[src/rtl/multdiv_pkg.sv]
// Shared definitions for the iterative multiply/divide unit: FSM encoding,
// ALU op codes and default iteration counts.
package multdiv_pkg;

    typedef enum logic [1:0] {
        ST_IDLE = 2'd0,
        ST_MUL  = 2'd1,
        ST_DIV  = 2'd2,
        ST_DONE = 2'd3
    } state_t;

    localparam logic [4:0] ALU_MULT = 5'b00110;
    localparam logic [4:0] ALU_DIV  = 5'b00111;

    localparam int DEF_MUL_STEPS = 16;
    localparam int DEF_DIV_STEPS = 32;

    // Booth radix-4 window: {b[2i+1], b[2i], b[2i-1]}
    typedef logic [2:0] booth_sel_t;

endpackage

[src/rtl/booth_r4_sel.sv]
// Radix-4 Booth digit selector: maps a 3-bit multiplier window to a partial
// product magnitude (0, M or 2M, sign-extended) plus a subtract flag.
module booth_r4_sel
    import multdiv_pkg::*;
#(
    parameter int WIDTH = 32
) (
    input  logic [2:0]       sel,
    input  logic [WIDTH-1:0] m,
    output logic [WIDTH+1:0] pp,
    output logic             neg
);

    booth_sel_t       sel_w;
    logic [WIDTH+1:0] m_x1;
    logic [WIDTH+1:0] m_x2;

    assign sel_w = sel;
    assign m_x1  = {{2{m[WIDTH-1]}}, m};
    assign m_x2  = {m[WIDTH-1], m, 1'b0};

    // Negative digits are returned as magnitudes; the caller's adder subtracts.
    always_comb begin
        pp  = '0;
        neg = 1'b0;
        case (sel_w)
            3'b001, 3'b010: pp = m_x1;
            3'b011:         pp = m_x2;
            3'b100: begin
                pp  = m_x2;
                neg = 1'b1;
            end
            3'b101, 3'b110: begin
                pp  = m_x1;
                neg = 1'b1;
            end
            default: begin
                pp  = '0;
                neg = 1'b0;
            end
        endcase
    end

endmodule

[src/rtl/multdiv_unit.sv]
// Iterative signed multiply (radix-4 Booth) / divide (non-restoring) unit
// answering the X-stage start pulse with a one-cycle result-ready pulse.
module multdiv_unit
    import multdiv_pkg::*;
#(
    parameter int WIDTH     = 32,
    parameter int MUL_STEPS = DEF_MUL_STEPS,
    parameter int DIV_STEPS = DEF_DIV_STEPS
) (
    input  logic             clock,
    input  logic             reset,
    input  logic [WIDTH-1:0] data_operandA,
    input  logic [WIDTH-1:0] data_operandB,
    input  logic             ctrl_MULT,
    input  logic             ctrl_DIV,
    output logic [WIDTH-1:0] data_result,
    output logic             data_exception,
    output logic             data_resultRDY
);

    // One guard bit beyond sign+magnitude keeps the Booth running sum and the
    // shifted non-restoring remainder exact.
    localparam int AW = WIDTH + 2;
    localparam logic [WIDTH-1:0] INT_MIN = {1'b1, {(WIDTH-1){1'b0}}};

    state_t           state_reg, state_next;
    logic [5:0]       count_reg;
    logic [AW-1:0]    hi_reg;
    logic [WIDTH-1:0] lo_reg;
    logic [WIDTH-1:0] opnd_reg;
    logic             prev_reg;
    logic             neg_q_reg;
    logic             div_zero_reg;
    logic             div_ovf_reg;

    logic [AW-1:0]    pp;
    logic             pp_neg;
    logic [AW-1:0]    add_a, add_b, add_sum;
    logic             add_sub;
    logic [WIDTH-1:0] a_mag, b_mag;
    logic [2*WIDTH-1:0] product;
    logic             mul_exc;
    logic [WIDTH-1:0] quot;
    logic             finishing;

    booth_r4_sel #(.WIDTH(WIDTH)) u_sel (
        .sel (booth_sel_t'({lo_reg[1:0], prev_reg})),
        .m   (opnd_reg),
        .pp  (pp),
        .neg (pp_neg)
    );

    always_ff @(posedge clock or negedge reset) begin
        if (!reset) state_reg <= ST_IDLE;
        else        state_reg <= state_next;
    end

    always_comb begin
        state_next = state_reg;
        if (ctrl_MULT) begin
            state_next = ST_MUL;
        end else if (ctrl_DIV) begin
            state_next = ST_DIV;
        end else begin
            case (state_reg)
                ST_MUL, ST_DIV: if (count_reg == 6'd0) state_next = ST_DONE;
                ST_DONE:        state_next = ST_IDLE;
                default:        state_next = state_reg;
            endcase
        end
    end

    // Shared adder/subtractor: Booth accumulate in MUL, remainder step in DIV.
    always_comb begin
        add_a   = hi_reg;
        add_b   = pp;
        add_sub = pp_neg;
        if (state_reg == ST_DIV) begin
            add_a   = {hi_reg[AW-2:0], lo_reg[WIDTH-1]};
            add_b   = {2'b00, opnd_reg};
            add_sub = ~hi_reg[AW-1];
        end
    end

    assign add_sum = add_a + (add_b ^ {AW{add_sub}}) + AW'(add_sub);

    assign a_mag = data_operandA[WIDTH-1] ? (~data_operandA + WIDTH'(1)) : data_operandA;
    assign b_mag = data_operandB[WIDTH-1] ? (~data_operandB + WIDTH'(1)) : data_operandB;

    assign product   = {hi_reg[WIDTH-1:0], lo_reg};
    assign mul_exc   = product[2*WIDTH-1:WIDTH] != {WIDTH{product[WIDTH-1]}};
    assign quot      = neg_q_reg ? (~lo_reg + WIDTH'(1)) : lo_reg;
    assign finishing = (state_reg == ST_MUL || state_reg == ST_DIV) && count_reg == 6'd0;

    always_ff @(posedge clock or negedge reset) begin
        if (!reset) begin
            count_reg      <= '0;
            hi_reg         <= '0;
            lo_reg         <= '0;
            opnd_reg       <= '0;
            prev_reg       <= 1'b0;
            neg_q_reg      <= 1'b0;
            div_zero_reg   <= 1'b0;
            div_ovf_reg    <= 1'b0;
            data_result    <= '0;
            data_exception <= 1'b0;
        end else if (ctrl_MULT) begin
            hi_reg    <= '0;
            lo_reg    <= data_operandB;
            opnd_reg  <= data_operandA;
            prev_reg  <= 1'b0;
            count_reg <= 6'(MUL_STEPS);
        end else if (ctrl_DIV) begin
            hi_reg       <= '0;
            lo_reg       <= a_mag;
            opnd_reg     <= b_mag;
            prev_reg     <= 1'b0;
            neg_q_reg    <= data_operandA[WIDTH-1] ^ data_operandB[WIDTH-1];
            div_zero_reg <= (data_operandB == '0);
            div_ovf_reg  <= (data_operandA == INT_MIN) && (data_operandB == '1);
            count_reg    <= 6'(DIV_STEPS);
        end else if (finishing) begin
            if (state_reg == ST_MUL) begin
                data_result    <= product[WIDTH-1:0];
                data_exception <= mul_exc;
            end else begin
                data_result    <= div_zero_reg ? '0 : quot;
                data_exception <= div_zero_reg | div_ovf_reg;
            end
        end else if (state_reg == ST_MUL) begin
            // Arithmetic shift of {sum, lo} right by two consumes one Booth digit.
            hi_reg    <= {{2{add_sum[AW-1]}}, add_sum[AW-1:2]};
            lo_reg    <= {add_sum[1:0], lo_reg[WIDTH-1:2]};
            prev_reg  <= lo_reg[1];
            count_reg <= count_reg - 6'd1;
        end else if (state_reg == ST_DIV) begin
            hi_reg    <= add_sum;
            lo_reg    <= {lo_reg[WIDTH-2:0], ~add_sum[AW-1]};
            count_reg <= count_reg - 6'd1;
        end
    end

    assign data_resultRDY = (state_reg == ST_DONE);

endmodule

[config.mk]
export PLATFORM = sky130hd
export DESIGN_NAME = multdiv_unit
export DESIGN_NICKNAME = d
export VERILOG_FILES = /design/src/rtl/multdiv_pkg.sv /design/src/rtl/booth_r4_sel.sv /design/src/rtl/multdiv_unit.sv
export SDC_FILE = /design/constraint.sdc
export NUM_CORES = 1
export LEC_CHECK = 0
export CAP_MARGIN = 10
export CELL_PAD_IN_SITES_DETAIL_PLACEMENT = 0
export CELL_PAD_IN_SITES_GLOBAL_PLACEMENT = 2
export CORE_MARGIN = 2
export CORE_UTILIZATION = 36
export DETAILED_ROUTE_END_ITERATION = 10
export GPL_TIMING_DRIVEN = 0
export PLACE_DENSITY = 0.9
export SETUP_SLACK_MARGIN = 0.5
export SKIP_LAST_GASP = 1
export SLEW_MARGIN = 20
export SYNTH_ARGS = -nofsm -noshare
export SYNTH_HDL_FRONTEND = slang
export SYNTH_HIERARCHICAL = 1
export SYNTH_SLANG_ARGS = --single-unit
[constraint.sdc]
create_clock -name clock -period 5.5 [get_ports clock]
set_input_delay 0.55 -clock clock [delete_from_list [all_inputs] [get_ports clock]]
set_output_delay 0.55 -clock clock [all_outputs]
set_load 0.05 [all_outputs]
Yosys cells after proc, flatten, opt, wreduce, memory -nomap -nowiden. Index checks and enable logic that the tools add are counted.

Bits in registers: 143. Input port bits: 68. Output and inout port bits: 34. Word-level logic and storage cells: 95.

Add/subtract/negate cells: 6. Equal/unequal tests: 14. Mux-type cells: 36. Bitwise operators: 10. Reductions and logical operators: 18.

Operator list (number): 32-bit 2-to-1 mux (12); 34-bit 2-to-1 mux (7); 32-bit by 1-bit adder with 32-bit output, second input constant (3); 32-bit NOT (3); 34-bit case mux with 2 select lines (1); 32-bit equality test, second input constant (2); 34-bit by 1-bit adder with 34-bit output (1); 34-bit adder (1); 34-bit bitwise XOR (1); 32-bit zero test (1); 32-bit inequality test (1); 6-bit 2-to-1 mux (5); 3-bit equality test, second input constant (3); 2-bit AND reduction (4); 4-bit nonzero test (2); 1-bit 2-to-1 mux (7); 3-bit by 2-bit equality test with 1-bit output, second input constant (2); 6-bit zero test (1); 2-bit 2-to-1 mux (3); 6-bit by 1-bit subtractor with 6-bit output, second input constant (1); 2-bit equality test, second input constant (2); 4-bit inequality test, second input constant (1); 1-bit NOT (4); 2-bit case mux with 2 select lines (1); other kinds (13) (15).

Logic depth before layout (Yosys ltp).
Depth after elaboration: 13. Gate-level depth with buffers: 18. Gate-level depth less buffers: 16.

By module. The synthesis kept the hierarchy.

Modules (own cells, without submodules): multdiv_unit (times used 1, cells each 1506, area an instance 12046.6 µm², seq. area each 3578.4 µm²); booth_r4_sel (times used 1, cells each 49, area an instance 425.4 µm², seq. area each 0.0 µm²).

Least setup slack after synthesis. No wires, ideal clock.

Path kind: reg-to-reg. From: register state_reg[0]. To: register lo_reg[0]. Setup time: 77 ps. Arrival: 4078 ps. Required time: 5423 ps. Slack: 1345 ps. Cell stages (with the launch flop): 18. Path buffers: 3. Period minus slack after synthesis: 4155 ps. Cells stage by stage: dfrtp_1 inv_1 ha_1 clkbuf_1 mux2i_1 clkbuf_1 xnor2_1 ha_1 clkbuf_1 nand3_1 nor3_1 o2111ai_1 a21oi_1 nor4b_2 o211ai_2 a2111oi_1 or4_1 a21oi_1.

Cells in the longest elaborated chain, start to end: 11. Elaborated cells on any way between the ends: 19. Classes of those cells: 2 x add/sub; 3 x eq/ne; 8 x mux; 2 x bitwise; 4 x reduce/logical.

Ends and longest elaborated chain: start: declaration (line multdiv_unit.sv:26) `state_t state_reg, state_next;`; start signal: assignment (line multdiv_unit.sv:55) `else state_reg <= state_next;`; 2-bit equality test (line multdiv_unit.sv:78, multdiv_unit.sv:93, multdiv_unit.sv:136); 34-bit 2-to-1 mux / 1-bit 2-to-1 mux (equally long branches) (line multdiv_unit.sv:78) `if (state_reg == ST_DIV) begin`; 34-bit bitwise XOR (line multdiv_unit.sv:85) `assign add_sum = add_a + (add_b ^ {AW{add_sub}}) + AW'(add_sub);`; 34-bit adder (line multdiv_unit.sv:85); 34-bit by 1-bit adder with 34-bit output (line multdiv_unit.sv:85); 1-bit NOT (line multdiv_unit.sv:138) `lo_reg <= {lo_reg[WIDTH-2:0], ~add_sum[AW-1]};`; 32-bit 2-to-1 mux (line multdiv_unit.sv:136) `end else if (state_reg == ST_DIV) begin`; 32-bit 2-to-1 mux (line multdiv_unit.sv:130) `end else if (state_reg == ST_MUL) begin`; 32-bit 2-to-1 mux (line multdiv_unit.sv:122) `end else if (finishing) begin`; 32-bit 2-to-1 mux (line multdiv_unit.sv:113) `end else if (ctrl_DIV) begin`; 32-bit 2-to-1 mux (line multdiv_unit.sv:107) `end else if (ctrl_MULT) begin`; end signal: assignment (line multdiv_unit.sv:109) `lo_reg <= data_operandB;`; end signal: assignment (line multdiv_unit.sv:115) `lo_reg <= a_mag;`; end signal: assignment (line multdiv_unit.sv:133) `lo_reg <= {add_sum[1:0], lo_reg[WIDTH-1:2]};`; end: declaration (line multdiv_unit.sv:29) `logic [WIDTH-1:0] lo_reg;`.

Parallel ways exist; a longest one is shown, timed or not. The select of a mux whose other input is x is not followed. A chain may end at the register's enable or synchronous reset.

Worst setup path after layout. Same ends and word-level chain as after synthesis.

==> summary.md <==
| Metric | Value |
|---|---|
| Finished Layout Cells | `2,141` |
| 1st-pass router iterations | `5` |
| H-tree depth | `4` |
| Min Tclk post-route | `4780 ps` |
| Worst setup SP type | `flip-flop` |
| DPL Wire Length | `38,100 µm` |
| GR peak layer | `met2` |
| CP Buf/Inv Count | `5` |
| Max Cap Violations | `0` |
| Worst setup path class | `reg2reg` |
| Die Y | `190 µm` |
| Mapped cell area | `12,500 µm²` |
| Post-synth top area cell | `dfrtp_1` |
| Ports | `between 100 and 150` |
| Placed cell count | `2,108` |
| Cell variety after synth | `70` |
| Total negative slack | `0 ps` |
| M1 GR Usage | `39.5%` |
| Avg Synthesized Cell Area | `8.02 µm²` |
| Initial Util | `36.4%` |
| Die Wd | `190 µm` |
| Rel. slew slack | `about a third` |
| Cts hold-fix bufs | `0` |
| Top cells by count, synth | `nand2_1 (181), o21ai_0 (173), dfrtp_1 (143)` |
| CTS Buf Count | `17` |
| Setup Viol. Count Final | `0` |
| # DRC | `0` |
| YS warnings | `6` |
| TritonCTS clock tree | `yes` |
| Most used flip-flop cell after synthesis | `dfrtp_1` |
| Total track usage | `27.3%` |
| Overflow after GRT | `0` |
| Critical R2R Capture | `lo_reg[0]` |
| DIE AREA | `36,100 µm²` |
| CP Max Fanout | `10` |
| Number of synthesized flops with an enable pin | `0` |
| Syn Inst Count | `1,555` |
| PD cells | `~450 nW/µm²` |
| Initial DRC Count | `1,107` |
| Register-to-register setup slack | `~700 ps` |
| CTS Root Cell | `clkbuf_16` |
| Async SR Flop Fraction | `100%` |
| Via count | `12,900` |
| Util after Layout | `42.9%` |
| Most used cell along the critical path | `ha_1` |
| Yosys top cell area share | `28.7%` |
| M2 GR Usage | `a little over two fifths` |
| Leakage | `0.00591 µW` |
| Worst skew pair latency | `440 ps` |
| Vias per cell | `about 6` |
| Clock Sink Count | `143` |
| Met3 usage | `3.91%` |
| CP max stage delay | `~520 ps` |
| Max reg flops | `34` |
| Worst-case reg-to-reg path depth | `18` |
| CP startpoint | `state_reg[0]` |
| Maximum buffer depth of the clock tree | `2` |
| Global-route wire length before repair | `75,000 µm` |
| Crit path DAT | `roughly 5100 ps` |
| Sequential-to-total area share from yosys stat | `28.7%` |
| DR WL/cell | `between 20 and 25 µm` |
| CP Capture Type | `flip-flop` |
| FF+latch count, synth | `143` |
| Crit-path leading delay family | `buffers and inverters` |
| Vias in the first global route | `approximately 12,000` |
| Hold_ws | `47.3 ps` |
| Place WS | `-397 ps` |
| Tcrit/Tclk final | `around 87%` |
| Antenna violations before repair | `0` |
| Final ANT Viol Nets | `0` |
| Worst flop-to-flop path startpoint | `state_reg[0]` |
| PortBufs | `97` |
| Status | `finished, final reports clean` |
| Area grow syn2layout | `17.9%` |
| F_max | `between 0.2 and 0.25 GHz` |
| Crit path cell chain | `inv_1 -> ha_1 -> clkbuf_2 -> mux2i_4 -> buf_2 -> xnor2_1 -> ha_1 -> clkbuf_1 -> nand2_1 -> nor3_4 -> o2111ai_1 -> a21oi_2 -> buf_4 -> nor4b_4 -> o211ai_2 -> a2111oi_2 -> or4_1 -> a21oi_1` |
| Min-delay worst type | `in2async` |
| Post-Route Skew | `13.3 ps` |
| Peak VDD IR | `311 µV` |
| Clk slew on worst S/H paths | `70 ps` |
| GPL Wtd Cong | `between 0.9 and 1` |
| Critical Path Slowest Stage Cell | `or4_1` |
| FP Rows | `68` |
| Diode count | `0` |
| Ratio of cells with drive above 1 in the final layout | `6.41%` |
| CP Data Required Time | `5860 ps` |
| Most common cell in the netlist | `nand2_1` |
| Final Hold Viols | `0` |
| Final WL | `49,100 µm` |
| Fin worst setup slack | `718 ps` |
| Max Slew Vio Count | `0` |
| RSZ-0062 raised after global routing | `false` |
| Pin count of the biggest net entering global routing | `between 70 and 80` |
| Ranking of synthesized cells by area | `dfrtp_1 (29%), o21ai_0 (6.9%), xnor2_1 (5.7%)` |
| Layout Nets | `1,789` |
| Core area | `34,300 µm²` |
| Syn_nets | `1,671` |
| Slew @ Worst Pin | `roughly 1000 ps` |
==> report_power, final <==
group | internal, µW | leakage, µW | switching [µW]
combinational | 1470 | 0.00381 | 2460
sequential | 1280 | 0.00181 | 254
clock | 696 | 0.000287 | 530
total | 3440 | 0.00591 | 3250
==> what timing repair did <==
action	CTS	global route
gates resized for setup	9	17
setup endpoints to repair	16	14
gates cloned	0	0
pin swaps	0	0
buffers inserted	0	1
endpoints found under the hold margin	0	0
==> worst max-delay path by stage <==
stage | cells past startpoint | to | slack [ps]
floorplan | 17 | lo_reg[0] | 1340
global placement | 1 | data_result[15] | -2380
detailed placement | 17 | lo_reg[0] | -400
CTS | 17 | hi_reg[31] | 500
global route | 18 | lo_reg[0] | 530
finish | 18 | lo_reg[0] | 720
==> through the flow <==
stage,area [µm²],power [µW]
2_1_floorplan,12500,4210
3_3_place_gp,14000,5370
3_5_place_dp,14000,5390
4_1_cts,14700,6630
5_1_grt,14700,7120
6_report,14700,6680
==> per-layer routing <==
| metal | routed length, µm | vias up |
|---|---|---|
| met4 | 1130 | 0 |
| met5 | 0 | - |
| met1 | 22700 | 6346 |
| met2 | 21800 | 550 |
| li1 | - | 5937 |
| met3 | 3460 | 65 |
==> worst register-to-register path: stages (launching register included) <==
cell,delay (ps)
dfrtp_1,420
inv_1,120
ha_1,150
clkbuf_2,250
mux2i_4,450
buf_2,370
xnor2_1,180
ha_1,300
clkbuf_1,240
nand2_1,160
nor3_4,330
o2111ai_1,230
a21oi_2,150
buf_4,160
nor4b_4,70
o211ai_2,320
a2111oi_2,150
or4_1,520
a21oi_1,140
==> logic make-up (layout without fill, tap and decap cells) <==
family / after synthesis / in the layout / synth area share (%)
DFF: 143 / 143 / 28.7
buffers and inverters: 138 / 269 / 4.41
xor gates and xnor gates: 131 / 131 / 9.20
AOI/OAI and AO/OA: 542 / 542 / 26.9
and+or+nand+nor: 449 / 449 / 17.2
muxes: 104 / 104 / 8.75
adders and majority gates: 48 / 48 / 4.88
==> layout by cell type, fill, tap and decap left out, drive strengths merged, types with 4 or more instances in the layout <==
cell | netlist | routed
a211oi | 50 | 50
a21o | 17 | 17
a21oi | 130 | 130
a22o | 31 | 31
a22oi | 20 | 20
a31oi | 13 | 13
and2 | 5 | 5
and3 | 10 | 10
buf | 21 | 23
clkbuf | 87 | 108
clkdlybuf4s50 | 0 | 96
clkinv | 1 | 6
dfrtp | 143 | 143
ha | 47 | 47
inv | 29 | 32
mux2 | 34 | 34
mux2i | 70 | 70
nand2 | 182 | 182
nand2b | 10 | 10
nand3 | 29 | 29
nand4 | 17 | 17
nor2 | 86 | 86
nor2b | 28 | 28
nor3 | 25 | 25
nor4 | 15 | 15
o211ai | 5 | 5
o21a | 4 | 4
o21ai | 192 | 192
o21bai | 7 | 7
o22ai | 8 | 8
o31a | 10 | 10
o31ai | 19 | 19
o41ai | 13 | 13
or2 | 6 | 6
or3 | 17 | 17
or4 | 13 | 13
xnor2 | 81 | 81
xor2 | 50 | 50
==> area by class of cell <==
type / instances / area, µm²
fill: 3500 / 19600
multi-input combinational: 1274 / 8380
sequential: 143 / 3580
timing repair buffer: 99 / 1010
tap: 455 / 569
clock buffer: 20 / 457
buffer: 108 / 454
clock inverter: 12 / 134
inverter: 30 / 113
(Power assumes the default switching activity.)
